`config.mk`:
```
export PLATFORM = sky130hd
export DESIGN_NAME = div_m_gen_flat
export DESIGN_NICKNAME = d
export VERILOG_FILES = /design/src/rtl/div_m_pkg.sv /design/src/rtl/div_m_gen_if.sv /design/src/rtl/div_m_phase.sv /design/src/rtl/div_m_gen.sv /design/src/flat_wrapper.sv
export SDC_FILE = /design/constraint.sdc
export NUM_CORES = 1
export LEC_CHECK = 0
export BUFFER_PORTS_ARGS = -buffer_cell sky130_fd_sc_hd__buf_2
export CORE_UTILIZATION = 40
export DETAILED_ROUTE_END_ITERATION = 10
export GPL_TIMING_DRIVEN = 1
export PLACE_DENSITY_LB_ADDON = 0.05
export SLEW_MARGIN = 20
export SYNTH_ARGS = -nofsm -noshare
export SYNTH_HDL_FRONTEND = slang
export SYNTH_SLANG_ARGS = --single-unit
```
`constraint.sdc`:
```
create_clock -name clk -period 5.8 [get_ports clk]
set_clock_uncertainty 0.1 [all_clocks]
set_input_delay 0.58 -clock clk [delete_from_list [all_inputs] [get_ports clk]]
set_output_delay 0.58 -clock clk [all_outputs]
set_load 0.01 [all_outputs]
```
`src/rtl/div_m_pkg.sv`:
```
// div_m_pkg: shared widths and constants for the divide-by-N generator
package div_m_pkg;
   localparam int N_W     = 6;
   localparam int N_MIN   = 2;
   localparam int N_RST   = 4;
   localparam int N_CLAMP = N_MIN;
endpackage

```
`src/rtl/div_m_gen_if.sv`:
```
// div_m_gen_if: enable, config handshake and divider outputs of div_m_gen
interface div_m_gen_if #(parameter int N_W = div_m_pkg::N_W);
   logic           en;
   logic [N_W-1:0] n_cfg;
   logic           cfg_valid;
   logic           cfg_ready;
   logic           m_cfg;
   logic           clk2;
   logic           clk4;
   logic           div_m;
   logic           m_mode;
   logic [N_W-1:0] cnt;
   modport master (
      output en, n_cfg, cfg_valid, m_cfg,
      input  cfg_ready, clk2, clk4, div_m, m_mode, cnt
   );
   modport slave (
      input  en, n_cfg, cfg_valid, m_cfg,
      output cfg_ready, clk2, clk4, div_m, m_mode, cnt
   );
endinterface

```
`src/rtl/div_m_phase.sv`:
```
// div_m_phase: 2-bit phase counter giving divide-by-2 and divide-by-4 outputs
module div_m_phase (
   input  logic clk,
   input  logic rst,
   input  logic i_en,
   output logic o_clk2,
   output logic o_clk4
);
   logic [1:0] r_ph;
   // advance the phase on each enabled cycle, wrapping 3->0
   always_ff @(posedge clk or posedge rst) begin
      if (rst) r_ph <= '0;
      else if (i_en) r_ph <= r_ph + 2'd1;
   end
   assign o_clk2 = r_ph[0];
   assign o_clk4 = r_ph[1];
endmodule

```
`src/rtl/div_m_gen.sv`:
```
// div_m_gen: divide-by-N frame pulse with frame-aligned N/M reconfiguration
module div_m_gen #(
   parameter int N_W   = div_m_pkg::N_W,
   parameter int N_RST = div_m_pkg::N_RST
) (
   input logic        clk,
   input logic        rst,
   div_m_gen_if.slave bus
);
   import div_m_pkg::*;
   logic [N_W-1:0] r_cnt;
   logic [N_W-1:0] r_n_act;
   logic [N_W-1:0] r_n_sh;
   logic           r_m_sh;
   logic           r_m_mode;
   logic           r_pend;
   logic           r_div_m;
   logic           w_wrap;
   logic           w_acc;
   logic [N_W-1:0] w_n_clamp;
   logic           w_clk2;
   logic           w_clk4;
   // frame boundary, handshake acceptance and ratio clamp
   always_comb begin
      w_wrap    = bus.en && (r_cnt == r_n_act - N_W'(1));
      w_acc     = bus.cfg_valid && !r_pend;
      w_n_clamp = (bus.n_cfg < N_W'(N_CLAMP)) ? N_W'(N_CLAMP) : bus.n_cfg;
   end
   // frame counter, pulse, and shadow-to-active transfer at the boundary
   always_ff @(posedge clk or posedge rst) begin
      if (rst) begin
         r_cnt    <= '0;
         r_n_act  <= N_W'(N_RST);
         r_n_sh   <= '0;
         r_m_sh   <= 1'b0;
         r_m_mode <= 1'b0;
         r_pend   <= 1'b0;
         r_div_m  <= 1'b0;
      end else begin
         r_div_m <= w_wrap;
         if (bus.en) r_cnt <= w_wrap ? '0 : r_cnt + N_W'(1);
         if (w_wrap && r_pend) begin
            r_n_act  <= r_n_sh;
            r_m_mode <= r_m_sh;
            r_pend   <= 1'b0;
         end else if (w_wrap && w_acc) begin
            r_n_act  <= w_n_clamp;
            r_m_mode <= bus.m_cfg;
         end else if (w_acc) begin
            r_n_sh <= w_n_clamp;
            r_m_sh <= bus.m_cfg;
            r_pend <= 1'b1;
         end
      end
   end
   div_m_phase u_phase (
      .clk    (clk),
      .rst    (rst),
      .i_en   (bus.en),
      .o_clk2 (w_clk2),
      .o_clk4 (w_clk4)
   );
   assign bus.cfg_ready = !r_pend;
   assign bus.div_m     = r_div_m;
   assign bus.m_mode    = r_m_mode;
   assign bus.cnt       = r_cnt;
   assign bus.clk2      = w_clk2;
   assign bus.clk4      = w_clk4;
endmodule

```
`src/flat_wrapper.sv`:
```
// flat-port wrapper written by rule: the top's interface ports become plain ports
module div_m_gen_flat import div_m_pkg::*;
#(
   parameter int N_W   = div_m_pkg::N_W,
   parameter int N_RST = div_m_pkg::N_RST
)
  (clk, rst, bus_en, bus_n_cfg, bus_cfg_valid, bus_m_cfg, bus_cfg_ready, bus_clk2, bus_clk4, bus_div_m, bus_m_mode, bus_cnt);
  div_m_gen_if #(.N_W(N_W)) bus_i ();
  input logic clk;
  input logic rst;
  input wire logic [$bits(bus_i.en)-1:0] bus_en;
  input wire logic [$bits(bus_i.n_cfg)-1:0] bus_n_cfg;
  input wire logic [$bits(bus_i.cfg_valid)-1:0] bus_cfg_valid;
  input wire logic [$bits(bus_i.m_cfg)-1:0] bus_m_cfg;
  output wire logic [$bits(bus_i.cfg_ready)-1:0] bus_cfg_ready;
  output wire logic [$bits(bus_i.clk2)-1:0] bus_clk2;
  output wire logic [$bits(bus_i.clk4)-1:0] bus_clk4;
  output wire logic [$bits(bus_i.div_m)-1:0] bus_div_m;
  output wire logic [$bits(bus_i.m_mode)-1:0] bus_m_mode;
  output wire logic [$bits(bus_i.cnt)-1:0] bus_cnt;
  assign bus_i.en = bus_en;
  assign bus_i.n_cfg = bus_n_cfg;
  assign bus_i.cfg_valid = bus_cfg_valid;
  assign bus_i.m_cfg = bus_m_cfg;
  assign bus_cfg_ready = bus_i.cfg_ready;
  assign bus_clk2 = bus_i.clk2;
  assign bus_clk4 = bus_i.clk4;
  assign bus_div_m = bus_i.div_m;
  assign bus_m_mode = bus_i.m_mode;
  assign bus_cnt = bus_i.cnt;
  div_m_gen #(.N_W(N_W), .N_RST(N_RST)) u_core (.clk(clk), .rst(rst), .bus(bus_i));
endmodule
```
==> results_dict.tcl, run 1 <==
set metrics [dict create \
    status "completed" \
    arrival_ps 2840 \
    worstPathRequired_ps 5860 \
    rr_worst_depth 7 \
    r2r_start "u_core.r_n_act[0]" \
    r2r-end "u_core.bus.cnt[0]" \
    rsz0062_at_grt "no" \
    comb_power_share 0.295 \
    grt_pass1_wl_mm 3.82 \
    cts_setup_buffers 0 \
    final-hold-violation-count 0 \
    die-width_um 56.6 \
    place_area_um2 1310 \
    syn_to_final_growth_pct 12.3 \
    seq_power_share 0.536 \
    hold_buffers 0 \
    antenna_found_initial 0 \
    initial_utilization 0.429 \
    antennaDiodeCount 0 \
    root_buffer "clkbuf_4" \
    ir_drop_mv 0.234 \
    worstSetupPathType "flip-flop to flip-flop" \
    fin_crit_sh 0.479 \
    cp-start-kind "flip-flop" \
    vias_per_cell 5.17 \
    grt_remaining_overflow 0 \
    clk_latency_ps 310 \
    synthCells 115 \
    cts_tree "yes" \
    synth_common_cells "23 x dfrtp_1, 10 x inv_1, 10 x xnor2_1" \
    power.internal_w 0.000295 \
    p_per_area_nw_per_um2 332 \
    cts_buffers 3 \
    yosys.area.top_type "dfrtp_1" \
    holdWs_ps 336 \
    cts.clk_slew.worst_paths_ps 130 \
    drive_gt1_frac 0.237 \
    power_frac_clock 0.169 \
    synth.avg_cell_area_um2 10.4 \
    slew_viol_final 0 \
    hp-class "input pin to async pin" \
    fin_tns_setup_ps 0 \
    vias 858 \
    wl_per_cell_um 13.0 \
    dieArea_um2 3200 \
    htree_levels 1 \
    switching_power_w 0.000149 \
    fin_area_um2 1340 \
    gp_congestion 0.817 \
    cp_max_fo 14 \
    synth.area.top_cells "dfrtp_1 48%, xnor2_1 7.3%, mux2_2 4.7%" \
    io_pins 22 \
    cts_buffer_depth 2 \
    chipHeight_um 56.6 \
    num_rows 19 \
    grt_max_degree 25 \
    ys_types 29 \
    yosys_most_used_dff "dfrtp_1" \
    final_core_util 0.481 \
    yosysWarnings 0 \
    port_buffers 21 \
    swShare 0.336 \
    cts_resized 0 \
    rrSetupSlack_ps 3020 \
    drc_errors 0 \
    ant_nets 0 \
    synthesis.nets 128 \
    tightest_slew_ps 922 \
    leakagePower_nw 0.613 \
    hpwlAfterDp_mm 1.61 \
    ys_ff_latch 24 \
    fmax_mhz 360 \
    grt_pass1_vias 879 \
    finalNetCount 149 \
    async_flop_share 1.00 \
    first_pass_iters 4 \
    setup_violations 0 \
    critPathCaptureType "flip-flop" \
    core_area_um2 2780 \
    drtIter0Drc 34 \
    yosysTopAreaCellShare 0.483 \
    clock-sinks 24 \
    post_synth_instance_area_um2 1190 \
    slew_headroom 0.383 \
    track_usage 0.158 \
    synth.most_common_cell "dfrtp_1" \
    ys_seq_area_frac 0.505 \
    cap_violations 0 \
    fillers 263 \
    wl_mm 2.15 \
    synth-edff-count 0 \
    fin_crit_ps 2780 \
]
## worst max-delay path by stage
stage | from | to | slack (ps)
2_1_floorplan | bus_en | u_core.r_n_act[0] | 3370
3_3_place_gp | u_core.r_n_act[0] | u_core.bus.cnt[0] | 3120
3_5_place_dp | u_core.r_n_act[0] | u_core.bus.cnt[0] | 3040
4_1_cts | u_core.r_n_act[0] | u_core.bus.cnt[0] | 3000
5_1_grt | u_core.r_n_act[0] | u_core.bus.cnt[0] | 2810
6_report | u_core.r_n_act[0] | u_core.bus.cnt[0] | 3020
## registers in the layout (all words and copies together) (netlist names)
name and cells:
u_core.bus.cnt 6, u_core.r_m_sh 1, u_core.u_phase.r_ph 2, u_core.r_n_act 6, u_core.r_n_sh 6, u_core.bus.m_mode 1
u_core.bus.div_m 1, u_core.r_pend 1
## power groups by stage
stage | combinational, W | clock [W] | sequential, W
after floorplan | 0.0000813 | 0 | 0.000247
after global placement | 0.000131 | 0 | 0.000241
after detailed placement | 0.000132 | 0 | 0.000242
after CTS | 0.000133 | 0.0000799 | 0.000238
after global routing | 0.000150 | 0.0000846 | 0.000245
final | 0.000131 | 0.0000752 | 0.000238
## critical path: stages (launching register included)
cell and delay (ps):
dfrtp_1 440, inv_1 60, ha_1 220, xnor2_1 140, xnor2_1 120, or4_1 610, nor2_1 740, o21ai_0 200
## layout make-up
type	instances	area, um^2	share of cell area
tap	31	38.8	0.0290
timing repair buffer	21	105	0.0785
inverter	11	41.3	0.0308
multi-input combinational	75	526	0.393
sequential	24	602	0.450
clock buffer	4	26.3	0.0196
## metal layers
layer,GRT usage,vias to the layer above,share of wire
li1,-,429,-
met1,0.196,406,0.48
met2,0.264,21,0.47
met3,0.0207,2,0.040
met4,0.0871,0,0.011
met5,0,-,0
## cells in the final DEF, fill, tap and decap left out, types with 2 or more instances in the layout
cell type   n
o22ai_1     7
xnor2_1    10
mux2i_1     2
xor2_1      6
nand4_1     2
nor2_1      9
a22oi_1     4
clkbuf_4    3
nand2_1     8
nor3_1      2
ha_1        2
inv_1      10
nand2b_1    2
dfrtp_1    23
mux2_2      5
a22o_1      2
nor2b_1     2
buf_2      21
o21ai_0     3
or4_1       2
## stage by stage
step                      setup WS [ps]  power, W  std cells
after floorplan                    3370  0.000328        115
after global placement             3120  0.000372        162
after detailed placement           3040  0.000374        162
after CTS                          3000  0.000452        166
after global routing               2810  0.000480        166
final                              3020  0.000444        166
## logic make-up after synthesis
group / count (synthesis) / synth area share
muxes: 7 / 0.0640
and+or+nand+nor: 32 / 0.136
adders and majority gates: 2 / 0.0210
DFF: 24 / 0.505
buffers and inverters: 16 / 0.0546
AOI/OAI and AO/OA: 18 / 0.102
xor gates and xnor gates: 16 / 0.118
Note: power is estimated with default switching activity, not from simulation.
==> run 2, diff against run 1 <==
==> constraint.sdc (replaced) <==
create_clock -name clk -period 2.8 [get_ports clk]
set_clock_uncertainty 0.1 [all_clocks]
set_input_delay 0.28 -clock clk [delete_from_list [all_inputs] [get_ports clk]]
set_output_delay 0.28 -clock clk [all_outputs]
set_load 0.01 [all_outputs]
==> results_dict.tcl, run 2 (synthesis results as in run 1) <==
set metrics [dict create \
    vias 868 \
    r2r_start "u_core.r_n_act[0]" \
    critPathBufInv 1 \
    dieArea_um2 3200 \
    crit_chain "inv_1, ha_1, xor2_1, nand3_1, or4_1, or3_1, a22o_1" \
    p_per_area_nw_per_um2 682 \
    initial_utilization 0.429 \
    worstPathRequired_ps 2910 \
    dp_cells 164 \
    power_w 0.000923 \
    slew_headroom 0.394 \
    final_cells 168 \
    arrival_ps 2660 \
    leakagePower_nw 0.624 \
    cts_buffer_depth 2 \
    chipHeight_um 56.6 \
    final-hold-violation-count 0 \
    wl_mm 2.23 \
    syn_to_final_growth_pct 13.5 \
    io_pins 22 \
    cts.clk_slew.worst_paths_ps 130 \
    antennaDiodeCount 0 \
    grt_pass1_wl_mm 4.00 \
    core_area_um2 2780 \
    fin_crit_sh 0.908 \
    final_core_util 0.487 \
    clk_latency_ps 310 \
    cp_max_fo 6 \
    finalNetCount 151 \
    worst_path_largest_cell_delay_ps 590 \
    die-width_um 56.6 \
    fmax_mhz 393 \
    drive_gt1_frac 0.248 \
    layout_commonest_cell "dfrtp_1" \
    critPathCaptureType "flip-flop" \
    track_usage 0.163 \
    drc_errors 0 \
    antenna_found_initial 0 \
    vias_per_cell 5.17 \
    grt_max_degree 25 \
    cp_slowest_cell "or4_1" \
    cts_tree "yes" \
    r2r-end "u_core.r_n_act[0]" \
    num_rows 19 \
    cts_buffers 3 \
    worstSetupPathType "flip-flop to flip-flop" \
    first_pass_iters 4 \
    gp_congestion 0.804 \
    cap_violations 0 \
    crit_family "simple AND/OR/NAND/NOR gates" \
    cts_resized 0 \
    ant_nets 0 \
    grt_pass1_vias 929 \
    grt_remaining_overflow 0 \
    status "completed" \
    hp-class "input pin to async pin" \
    wl_per_cell_um 13.3 \
    drtIter0Drc 21 \
    tightest_slew_ps 908 \
    hold_buffers 0 \
    port_buffers 21 \
    setup_violations 0 \
    cp-start-kind "flip-flop" \
    hpwlAfterDp_mm 1.71 \
    slew_viol_final 0 \
    rrSetupSlack_ps 260 \
    clock-sinks 24 \
    fin_crit_ps 2540 \
    rr_worst_depth 7 \
    final_cell_mix "23 x dfrtp_1, 21 x buf_2, 10 x xnor2_1, 10 x inv_1, 9 x nor2_1" \
    rsz0062_at_grt "no" \
    htree_levels 1 \
    ir_drop_mv 0.398 \
    fin_tns_setup_ps 0 \
    cts_setup_buffers 0 \
    root_buffer "clkbuf_4" \
]
run 2: area by class of cell:
type	count	area [um^2]
Sequential cell	24	602
Inverter	11	41.3
Tap cell	31	38.8
Multi-Input combinational cell	75	526
Fill cell	305	1430
Clock buffer	4	26.3
Timing Repair Buffer	23	120
run 2: worst max-delay path by stage:
stage	slack [ps]	from	depth (start not counted)	to
global placement	310	u_core.r_n_act[0]	7	u_core.r_n_act[1]
detailed placement	280	u_core.r_n_act[0]	7	u_core.r_n_act[0]
global route	90	u_core.r_n_act[0]	7	u_core.r_n_act[1]
finish	260	u_core.r_n_act[0]	7	u_core.r_n_act[0]
floorplan	370	u_core.r_n_act[0]	9	u_core.r_n_act[0]
CTS	260	u_core.r_n_act[0]	7	u_core.r_n_act[0]
run 2: where the power goes:
group | total [W] | internal, W | switching, W
Clock | 0.000158 | 0.0000556 | 0.000103
Sequential | 0.000492 | 0.000415 | 0.0000769
Combinational | 0.000272 | 0.000141 | 0.000132
Total | 0.000923 | 0.000612 | 0.000311
run 2: metal layers:
metal / global-route usage / vias up / part of all wire
met3: 0.0230 / 2 / 0.033
met5: 0 / - / 0
met4: 0.0697 / 0 / 0.0076
li1: - / 435 / -
met2: 0.296 / 19 / 0.51
met1: 0.190 / 412 / 0.44
run 2: stage by stage:
step | area, um^2 | worst slack (ps) | hold WS, ps
floorplan | 1190 | 369 | 194
global placement | 1330 | 315 | 359
detailed placement | 1330 | 284 | 365
CTS | 1350 | 257 | 82.0
global route | 1350 | 94.4 | 119
finish | 1350 | 258 | 39.5
